--- config.mk ---
export PLATFORM = sky130hd
export DESIGN_NAME = alu_mc
export DESIGN_NICKNAME = d
export VERILOG_FILES = /design/src/rtl/alu_mc.sv
export SDC_FILE = /design/constraint.sdc
export NUM_CORES = 1
export LEC_CHECK = 0
export CAP_MARGIN = 20
export CELL_PAD_IN_SITES_DETAIL_PLACEMENT = 1
export CELL_PAD_IN_SITES_GLOBAL_PLACEMENT = 1
export CORE_UTILIZATION = 40
export CTS_BUF_LIST = sky130_fd_sc_hd__clkbuf_4 sky130_fd_sc_hd__clkbuf_8 sky130_fd_sc_hd__clkbuf_16
export DETAILED_ROUTE_END_ITERATION = 6
export PLACE_DENSITY = 0.74
export SYNTH_ARGS = -nofsm -noshare
export SYNTH_HDL_FRONTEND = slang
export SYNTH_SLANG_ARGS = --single-unit
export TNS_END_PERCENT = 20
--- constraint.sdc ---
create_clock -name clock -period 8.9 [get_ports clock]
set_input_delay 0.89 -clock clock [delete_from_list [all_inputs] [get_ports clock]]
set_output_delay 0.89 -clock clock [all_outputs]
set_load 0.01 [all_outputs]
--- src/rtl/alu_mc.sv ---
// alu_mc: multi-cycle MIPS execute ALU with shift-add multiply and restoring divide,
// valid/ready on both sides; one operation in flight, results held until consumed.
module alu_mc #(
    parameter int WIDTH = 32
) (
    input  logic             clock,
    input  logic             reset,
    input  logic             in_valid,
    output logic             in_ready,
    input  logic [WIDTH-1:0] read_data1,
    input  logic [WIDTH-1:0] read_data2,
    input  logic [WIDTH-1:0] sign_extend,
    input  logic             ALU_Src,
    input  logic [1:0]       alu_op,
    input  logic [5:0]       alu_funct,
    output logic             out_valid,
    input  logic             out_ready,
    output logic [WIDTH-1:0] result,
    output logic             ZERO,
    output logic             div_by_zero,
    output logic             illegal_op
);
    localparam int CW = $clog2(WIDTH) + 1;
    typedef enum logic [1:0] {IDLE, MUL, DIV, DONE} state_t;
    typedef enum logic [2:0] {OP_AND, OP_OR, OP_ADD, OP_SUB, OP_MUL, OP_DIV, OP_ILL} op_t;
    state_t state, state_nxt;
    op_t op;
    logic [WIDTH-1:0] b_in, quick, a_reg, b_reg, acc, rem_diff;
    logic [WIDTH:0] rem_sh;
    logic rem_ge, accept;
    logic [CW-1:0] cnt;
    assign b_in = ALU_Src ? sign_extend : read_data2;
    assign in_ready = state == IDLE;
    assign out_valid = state == DONE;
    assign accept = in_valid && in_ready;
    // restoring divide step: a_reg shifts the dividend out MSB-first while the quotient shifts in
    assign rem_sh = {acc, a_reg[WIDTH-1]};
    assign rem_ge = rem_sh >= {1'b0, b_reg};
    assign rem_diff = rem_sh[WIDTH-1:0] - b_reg;
    always_comb begin
        op = OP_ILL;
        if (alu_op == 2'b11) op = OP_ADD;
        else if (alu_op == 2'b01) op = OP_SUB;
        else if (alu_op == 2'b00)
            case (alu_funct)
                6'b100100: op = OP_AND;
                6'b100101: op = OP_OR;
                6'b100000: op = OP_ADD;
                6'b100010: op = OP_SUB;
                6'b011000: op = OP_MUL;
                6'b011010: op = OP_DIV;
                default:   op = OP_ILL;
            endcase
    end
    always_comb begin
        quick = op == OP_AND ? read_data1 & b_in :
                op == OP_OR  ? read_data1 | b_in :
                op == OP_ADD ? read_data1 + b_in :
                op == OP_SUB ? read_data1 - b_in : '0;
    end
    always_comb begin
        state_nxt = state;
        case (state)
            IDLE:     if (accept) state_nxt = op == OP_MUL ? MUL : op == OP_DIV ? DIV : DONE;
            MUL, DIV: if (cnt == '0) state_nxt = DONE;
            DONE:     if (out_ready) state_nxt = IDLE;
            default:  state_nxt = IDLE;
        endcase
    end
    always_ff @(posedge clock) begin
        if (reset) state <= IDLE;
        else state <= state_nxt;
    end
    always_ff @(posedge clock) begin
        if (reset) begin
            a_reg <= '0;
            b_reg <= '0;
            acc <= '0;
            cnt <= '0;
            result <= '0;
            ZERO <= 1'b0;
            div_by_zero <= 1'b0;
            illegal_op <= 1'b0;
        end else begin
            case (state)
                IDLE: if (accept) begin
                    a_reg <= read_data1;
                    b_reg <= b_in;
                    acc <= '0;
                    cnt <= CW'(WIDTH);
                    result <= quick;
                    ZERO <= quick == '0;
                    div_by_zero <= 1'b0;
                    illegal_op <= op == OP_ILL;
                end
                MUL: if (cnt != '0) begin
                    acc <= acc + (b_reg[0] ? a_reg : '0);
                    a_reg <= a_reg << 1;
                    b_reg <= b_reg >> 1;
                    cnt <= cnt - CW'(1);
                end else begin
                    result <= acc;
                    ZERO <= acc == '0;
                end
                DIV: if (cnt != '0) begin
                    acc <= rem_ge ? rem_diff : rem_sh[WIDTH-1:0];
                    a_reg <= {a_reg[WIDTH-2:0], rem_ge};
                    cnt <= cnt - CW'(1);
                end else begin
                    result <= a_reg;
                    ZERO <= a_reg == '0;
                    div_by_zero <= b_reg == '0;
                end
                default: ;
            endcase
        end
    end
endmodule

# After elaboration in Yosys (flattened, before gate mapping)

Index checks and enable logic that the tools add are counted.

Reductions and logical operators: 22
Magnitude comparators: 1
Bitwise operators: 2
Muxes and demuxes: 42
Add/subtract/negate cells: 5
Eq/ne operators: 25

Operator list:

| cell                                                            | number |
|---|---|
| 32-bit two-way mux                                              | 18 |
| 32-bit one-hot mux with 3 select lines                          | 3 |
| 32-bit logical NOT                                              | 4 |
| 32-bit adder                                                    | 2 |
| 32-bit one-hot mux with 2 select lines                          | 1 |
| 32-bit subtractor                                               | 2 |
| 33-bit by 32-bit greater-or-equal comparator with 1-bit output  | 1 |
| 32-bit bitwise AND                                              | 1 |
| 32-bit bitwise OR                                               | 1 |
| 6-bit == test, second input constant                            | 4 |
| 3-bit one-hot mux with 6 select lines                           | 1 |
| 6-bit by 5-bit == test with 1-bit output, second input constant | 2 |
| 6-bit two-way mux                                               | 2 |
| 6-bit one-hot mux with 2 select lines                           | 1 |
| 3-bit AND reduction                                             | 4 |
| 3-bit == test, second input constant                            | 3 |
| 3-bit two-way mux                                               | 3 |
| 2-bit two-way mux                                               | 4 |
| 2-bit by 1-bit != test with 1-bit output, second input constant | 4 |
| 2-bit != test, second input constant                            | 4 |
| 4-bit AND reduction                                             | 2 |
| 2-bit == test, second input constant                            | 3 |
| 3-bit by 2-bit == test with 1-bit output, second input constant | 2 |
| 6-bit logical NOT                                               | 1 |
| 15 further kinds                                                | 24 |

Logic and storage cells: 106
Input bits: 109
Output and inout port bits: 37
Bits in registers: 139

# Logic depth before layout (Yosys ltp)

Gate-level depths: netlist (run 1).

Word-level depth: 13
Mapped depth: 19
Gate-level depth less buffers: 17

# Worst setup path after synthesis (run 1)

Ideal clock, no wire load.

Path kind: input to register
Start point: in ALU_Src
End point: reg ZERO
Arrival: 5.240 ns
Stages: 17
Path buffers: 2
Slack: 3.564 ns
Library setup time: 0.096 ns
Data required time: 8.804 ns
Cell sequence: clkbuf_1 buf_1 mux2i_1 inv_1 ha_1 o21ba_1 a2111o_1 a311oi_4 a21oi_2 o311a_4 or2_4 a221oi_2 o22ai_1 nor4b_1 nand4_1 or4_1 o41ai_2

Cells in the longest elaborated chain, start to end: 9
Elaborated cells on any way between the ends: 12
Classes of those cells: add/sub: 2; mux: 7; bitwise: 2; reduce/logical: 1

RTL lines:

| what                                    | RTL line | source |
|---|---|---|
| from (decl)                             | 13       | `input logic ALU_Src,` |
| 32-bit two-way mux *                    | 32       | `assign b_in = ALU_Src ? sign_extend : read_data2;` |
| 32-bit subtractor                       | 59       | `op == OP_SUB ? read_data1 - b_in : '0;` |
| 32-bit two-way mux                      | 59       |  |
| 32-bit two-way mux                      | 58       | `op == OP_ADD ? read_data1 + b_in :` |
| 32-bit two-way mux                      | 57       | `op == OP_OR ? read_data1 \| b_in :` |
| 32-bit two-way mux *                    | 56       | `quick = op == OP_AND ? read_data1 & b_in :` |
| 32-bit logical NOT *                    | 92       | `ZERO <= quick == '0;` |
| 1-bit two-way mux *                     | 86       | `IDLE: if (accept) begin` |
| 1-bit one-hot mux with 3 select lines * | 85       | `case (state)` |
| to (signal assigned)                    | 81       | `ZERO <= 1'b0;` |
| to (signal assigned)                    | 92       |  |
| to (signal assigned)                    | 103      | `ZERO <= acc == '0;` |
| to (decl)                               | 19       | `output logic ZERO,` |

Mark *: on every way between the ends. The rest lies on a longest branch, timed or not. The select of a mux whose other input is x is not followed.
A chain may end at the register's enable or synchronous reset.

# Worst setup path after layout (run 1)

Ends and elaborated chain as after synthesis.

==> results of run 1 <==
-- cells in the mapped netlist (7+ instances only) --
library cell	n	area, um2
nand3_1	39	195
and3_1	7	43.8
a21o_1	56	420
o21a_1	15	113
mux2i_1	68	681
nor4_1	27	169
nand2b_1	19	119
a211o_1	18	158
inv_1	150	563
a21oi_1	197	986
a221oi_1	50	438
or3_1	13	81.3
a221o_1	20	200
ha_1	167	2090
nor3_1	68	340
nor2b_1	18	113
buf_6	7	78.8
o211ai_1	28	210
xnor2_1	42	368
buf_1	12	45.0
and2_1	39	244
dfxtp_1	139	2780
a22oi_1	24	180
a211oi_1	28	210
o31ai_1	14	105
xor2_1	23	201
nor2_1	164	616
o21bai_1	15	113
nand4_1	20	125
o21ai_0	115	576
clkbuf_1	90	338
a31oi_1	14	87.6
o221ai_1	8	70.1
o22ai_1	26	163
nand2_1	200	751
-- per-layer routing --
metal  wire, um  global-route usage (%)  part of all wire, %
met1      31300                    48.5                   48
met2      27900                    51.0                   43
met3       4430                    4.07                  6.8
met4       1930                    9.85                  2.9
met5          0                       0                    0
-- through the flow --
stage          total power [uW]  utilization (%)  hold WS, ns  worst slack [ns]
2_1_floorplan              3050                -        0.445              3.56
5_1_grt                    5340             47.1        0.481              2.90
6_report                   5020             47.1        0.459              3.17
3_5_place_dp               4160             45.3        0.450              2.17
4_1_cts                    4990             47.0        0.459              2.61
3_3_place_gp               4090             45.3        0.441              2.34
-- power by group through the flow --
stage	sequential, uW	combinational [uW]	clock [uW]
floorplan	1040	2010	0
global placement	1120	2970	0
detailed placement	1130	3030	0
CTS	1120	3060	811
global route	1150	3350	837
finish	1130	3090	804
-- tightest hold or removal path, delay by kind of cell, from the launching register on --
family,cells,cell delay [ns]
AO/OA/AOI/OAI,1,0.05
AND/OR/NAND/NOR,1,0.05
flip-flops,1,0.31
-- how the worst max path moves through the flow --
| stage | startpoint | end | slack, ns | cells after the start |
|---|---|---|---|---|
| CTS | ALU_Src | ZERO$_SDFFE_PP0P_ | 2.61 | 18 |
| floorplan | ALU_Src | ZERO$_SDFFE_PP0P_ | 3.56 | 17 |
| global placement | ALU_Src | ZERO$_SDFFE_PP0P_ | 2.34 | 18 |
| finish | ALU_Src | ZERO$_SDFFE_PP0P_ | 3.17 | 18 |
| global route | ALU_Src | ZERO$_SDFFE_PP0P_ | 2.90 | 15 |
| detailed placement | ALU_Src | ZERO$_SDFFE_PP0P_ | 2.17 | 18 |
-- layout by cell type, fill, tap and decap left out, types with 39 or more instances in the layout --
| cell | count |
|---|---|
| ha_1 | 166 |
| xnor2_1 | 42 |
| a21oi_1 | 197 |
| and2_1 | 39 |
| a221oi_1 | 50 |
| nand3_1 | 39 |
| a21o_1 | 56 |
| dfxtp_1 | 139 |
| clkdlybuf4s50_1 | 143 |
| nor2_1 | 163 |
| nand2_1 | 200 |
| mux2i_1 | 68 |
| nor3_1 | 67 |
| inv_1 | 149 |
| o21ai_0 | 114 |
-- area by class of cell --
cell class                      instances  area, um2
Sequential cell                       139       2780
Tap cell                              511        639
Clock inverter                         11        165
Timing Repair Buffer                  173       1670
Clock buffer                           21        474
Fill cell                            4694      20000
Multi-Input combinational cell       1673      11500
Inverter                              150        563
Antenna cell                            1       2.50
-- cell families (layout without fill, tap and decap cells) --
family | count (synthesis) | in the layout | synth area share (%)
buf+inv | 271 | 355 | 7.38
compound gates | 717 | 717 | 31.9
simple gates | 651 | 651 | 20.2
other cells | 0 | 1 | 0
fa+ha+maj | 171 | 171 | 14.1
xor+xnor | 65 | 65 | 3.71
mux | 69 | 69 | 4.51
flops | 139 | 139 | 18.1
==> results.ini, run 1 <==
[clock_tree]
clock_sinks=139
postCtsSetupBuffers=0
cts_tree=done
clk_latency_ns=0.45
cts_hold_buf=0
cts_htree_levels=4
clockBufferDepth=2
cts-buffers-inserted=17
cts_resized=0
clk_pin_slew_worst_paths_ns=0.07
cts_root_buf=clkbuf_16

[logic_synthesis]
syn_avg_cell_area_um2=7.37
syn_area_um2=15300
syn_nets=2363
yosys_register_bits=139
synth_top_flop_cell=dfxtp_1
ys_seq_area_share_pct=18.1
async_flop_share_pct=0
ys_warn_count=0
synth_cells=2083
synth_edf_count=0
synth_cell_types=95

[sta]
clock.fmax_mhz=174
finalMaxSlewViolations=0
grt_setup_unrepaired=false
slew_headroom_pct=17.3
final.setup.tns_ns=0
setup_violations=0
fin_crit_sh_pct=64.4
skew_ns=0.00843
period_needed_ns=5.73
hold_viol_final=0
worst_slew_pin_slew_ns=1.23

[floorplan]
floorplan.initialDensity_pct=40.7
design.core.area_um2=37800
die_h_um=198
rows=71
die-area_um2=39200
die_x_um=198
io_pins=146

[worst_hold_path]
hold_end=result[14]$_SDFFE_PP0P_
hold_path.class=flip-flop to flip-flop
whs_path_depth=2
hp-start=result[14]$_SDFFE_PP0P_

[global_routing]
overflow=0
grt_pass1_vias=16500
antenna_found_initial=1
grtUsageTotal_pct=33.4
grt_max_degree=73
grt_pass1_wl_um=100000

[job]
maxCapViolCount=0

[setup_path]
worst_ep_required_time_ns=9.25
start_kind=input pin
r2r_start=state[0]$_SDFFE_PP0P_
worstPathArrival_ns=6.08
slowest_stage=a2111oi_1
cpLargestDelayFamily=simple AND/OR/NAND/NOR gates
r2r.worst_path.cells=15
path_buf_inv=3
worstSetupPathType=input pin to flip-flop
ff2ff_setup_slack_ns=3.88
cp_cell_sequence=buf_2, mux2i_1, inv_1, ha_1, inv_1, fa_1, nand2b_1, a2111oi_1, or4_1, a31oi_1, and4_1, o41ai_1, o2111ai_1, nor4_1, nor4b_1, nand4_1, or4_1, o41ai_2
crit_fanout=11
endpoint_kind=flip-flop
max_stage_delay_ns=0.69
r2r_end=ZERO$_SDFFE_PP0P_

[power_and_ir_drop]
power.internal_uw=2510
switchingPower_uw=2520
pwr-share-seq_pct=22.5
ir_worst_vdd_uv=220
power_leakage_uw=0.00754
switching_share_pct=50.1
p_per_area_nw_per_um2=282
clockPowerShare_pct=16.0
comb_power_share_pct=61.5

[detailed_routing]
vias_per_cell=6.27
ant_nets=0
drc_errors=0
first_pass_iters=5
drt-total-wl_um=65600
avgRoutedWirePerCell_um=24.5
drt_iter0_drc=1252
vias=16800

[finish]
instances_no_fill=2679
area_growth_pct=15.9
drive_gt1_share_pct=4.75
fin_nets=2434
finish.instance_area_um2=17800

[place]
hpwl_um=50900
dp.cells=2645
routabilityCongestion=0.957
numPortBuffers=145
placed_cell_area_um2=17100

[run_status]
status=complete, no violations

No activity file was read; power rests on OpenSTA's default activity.
==> inputs of run 2 (changes only) <==
clock period = 5.65 ns   (was 8.9 ns; I/O delays follow)
==> run 2 against run 1 <==
  * Die area unchanged
  * Hold slack worse by 0.0016 ns
  * First-iteration DRC count up 30%
  * Highest routed layer unchanged
  * Combinational power up 61%
  * Non-clock buffer count up 36
  * Critical path depth down 3
  * Critical endpoint unchanged
  * Setup slack worse by 2.8 ns
  * Clock power up 54%
  * Sequential share of layout area down 0.24 points
  * Sequential power up 58%
==> results.ini, run 2 (synthesis gave the netlist of run 1 again) <==
[floorplan]
die-area_um2=39200  ; unchanged
io_pins=146  ; unchanged
design.core.area_um2=37800  ; unchanged
rows=71  ; unchanged
floorplan.initialDensity_pct=40.7  ; unchanged
die_h_um=198  ; unchanged
die_x_um=198  ; unchanged

[sta]
worst_slew_pin_slew_ns=1.09  ; was 1.23 ns
final.setup.tns_ns=0  ; unchanged
hold_slack_ns=0.458  ; was 0.459 ns
skew_ns=0.0116  ; was 0.00843 ns
slew_headroom_pct=26.9  ; was 17.3%
setup_slack_ns=0.320  ; was 3.17 ns
clock.fmax_mhz=188
setup_violations=0  ; unchanged
fin_crit_sh_pct=94.3
period_needed_ns=5.33
hold_viol_final=0  ; unchanged
finalMaxSlewViolations=0  ; unchanged
grt_setup_unrepaired=false  ; unchanged

[detailed_routing]
vias_per_cell=6.27  ; about the same
vias=17000  ; was 16.8k
first_pass_iters=5  ; unchanged
ant_nets=0  ; unchanged
avgRoutedWirePerCell_um=24.3  ; was 24.5 um
drc_errors=0  ; unchanged
drt_iter0_drc=1622  ; was 1252
drt-total-wl_um=66000  ; was 65600 um

[setup_path]
worstPathArrival_ns=5.68  ; was 6.08 ns
crit_fanout=12  ; was 11
endpoint_kind=flip-flop  ; unchanged
path_buf_inv=1  ; was 3
start_kind=input pin  ; unchanged
cp_common_cell=or4_1
cp_cell_sequence=buf_2, mux2i_1, ha_1, nand2b_1, a2111oi_1, or4_1, a31oi_1, and4_1, o41ai_1, o2111ai_1, nor4_1, nor4b_1, nand4_1, or4_1, o41ai_2  ; was buf_2, mux2i_1, inv_1, ha_1, inv_1, fa_1, nand2b_1, a2111oi_1, or4_1, a31oi_1, and4_1, o41ai_1, o2111ai_1, nor4_1, nor4b_1, nand4_1, or4_1, o41ai_2
cpLargestDelayFamily=simple AND/OR/NAND/NOR gates  ; unchanged
slowest_stage=a2111oi_1  ; unchanged
worstSetupPathType=input pin to flip-flop  ; unchanged
max_stage_delay_ns=0.61  ; was 0.69 ns
worst_ep_required_time_ns=6.00  ; was 9.25 ns

[global_routing]
grt_max_degree=77  ; was 73
grt_pass1_vias=16500  ; about the same
overflow=0  ; unchanged
grtUsageTotal_pct=33.4  ; about the same
grt_pass1_wl_um=100000  ; about the same
antenna_found_initial=3  ; was 1

[run_status]
status=complete, no violations  ; unchanged

[job]
maxCapViolCount=0  ; unchanged

[place]
hpwl_um=51500  ; was 50900 um
dp.cells=2682  ; was 2645
dp_slack_ns=0.0999  ; was 2.17 ns
routabilityCongestion=0.987  ; was 0.957
numPortBuffers=145  ; unchanged

[power_and_ir_drop]
switching_share_pct=50.7  ; was 50.1%
clockPowerShare_pct=15.5  ; was 16.0%
power.internal_uw=3950  ; was 2510 uW
power_leakage_uw=0.00769  ; was 0.00754 uW
pwr-share-seq_pct=22.4  ; was 22.5%
comb_power_share_pct=62.0  ; was 61.5%
p_per_area_nw_per_um2=443  ; was 282 nW/um2
switchingPower_uw=4050  ; was 2520 uW
ir_worst_vdd_uv=252  ; was 220 uV

[clock_tree]
cts_hold_buf=0  ; unchanged
clock_sinks=139  ; unchanged
postCtsSetupBuffers=0  ; unchanged
clk_pin_slew_worst_paths_ns=0.07  ; about the same
cts_htree_levels=4  ; unchanged
clockBufferDepth=2  ; unchanged
cts-buffers-inserted=17  ; unchanged
clk_latency_ns=0.45  ; about the same
cts_resized=0  ; unchanged
cts_tree=done  ; unchanged
cts_root_buf=clkbuf_16  ; unchanged

[worst_hold_path]
hold_path.class=flip-flop to flip-flop  ; unchanged

[finish]
area_growth_pct=17.6  ; was 15.9%
seq_area_um2=2780  ; unchanged
instances_no_fill=2716  ; was 2679
multi_input_area_um2=11500  ; about the same
final_util_pct=47.8  ; was 47.1%
nFillCells=4744  ; was 4694
drive_gt1_share_pct=6.26  ; was 4.75%
fin_nets=2470  ; was 2434
final_cell_mix=nand2_1 (200), a21oi_1 (197), ha_1 (166)  ; unchanged
final_common_cell=nand2_1  ; unchanged

-- run 2: cell count changes in the layout (fill, tap and decap cells not counted), sizes merged, moves of 3 or more --
cell / change
buf: +35
clkinv: -3
inv: +4
clkbuf: -3
clkinvlp: +3
-- run 2: layer usage --
metal	routed length (um)	track usage (%)
met2	28000	50.7
met4	1900	11.0
met5	0	0
met1	31700	48.9
met3	4350	3.47
-- run 2: worst reg2reg max path, delay by kind of cell (launching register included) --
family                     cells  cell delay, ns
and+or+nand+nor               10            3.03
adders and majority gates      1            0.36
DFF                            1            0.42
buffers and inverters          1            0.12
AOI/OAI and AO/OA              2            0.41
-- run 2: final cells by class --
class | instances | area share [%]
diodes | 2 | 0.0277
clock buffers | 18 | 2.40
clock inverters | 14 | 1.03
inverters | 150 | 3.12
multi-input cells | 1673 | 63.6
flip-flops and latches | 139 | 15.4
well taps | 511 | 3.54
repair buffers | 209 | 10.9
-- run 2: power groups by stage --
stage / registers [uW] / logic (uW) / clock network [uW]
floorplan: 1640 / 3170 / 0
global placement: 1770 / 4730 / 0
detailed placement: 1790 / 4850 / 0
CTS: 1770 / 4890 / 1250
global route: 1820 / 5340 / 1280
finish: 1790 / 4960 / 1240
-- run 2: metrics by stage --
stage / power, uW / area (um2)
2_1_floorplan: 4810 / 15300
3_5_place_dp: 6640 / 17400
5_1_grt: 8450 / 18100
6_report: 7990 / 18100
3_3_place_gp: 6500 / 17400
4_1_cts: 7920 / 18100
-- run 2: worst paths after layout --
check	startpoint	end	slack, ns	cells past startpoint
setup reg to reg	state[0]$_SDFFE_PP0P_	ZERO$_SDFFE_PP0P_	1.21	14
hold reg to reg	result[29]$_SDFFE_PP0P_	result[29]$_SDFFE_PP0P_	0.46	2
setup / recovery	ALU_Src	ZERO$_SDFFE_PP0P_	0.32	15
hold / removal	result[29]$_SDFFE_PP0P_	result[29]$_SDFFE_PP0P_	0.46	2
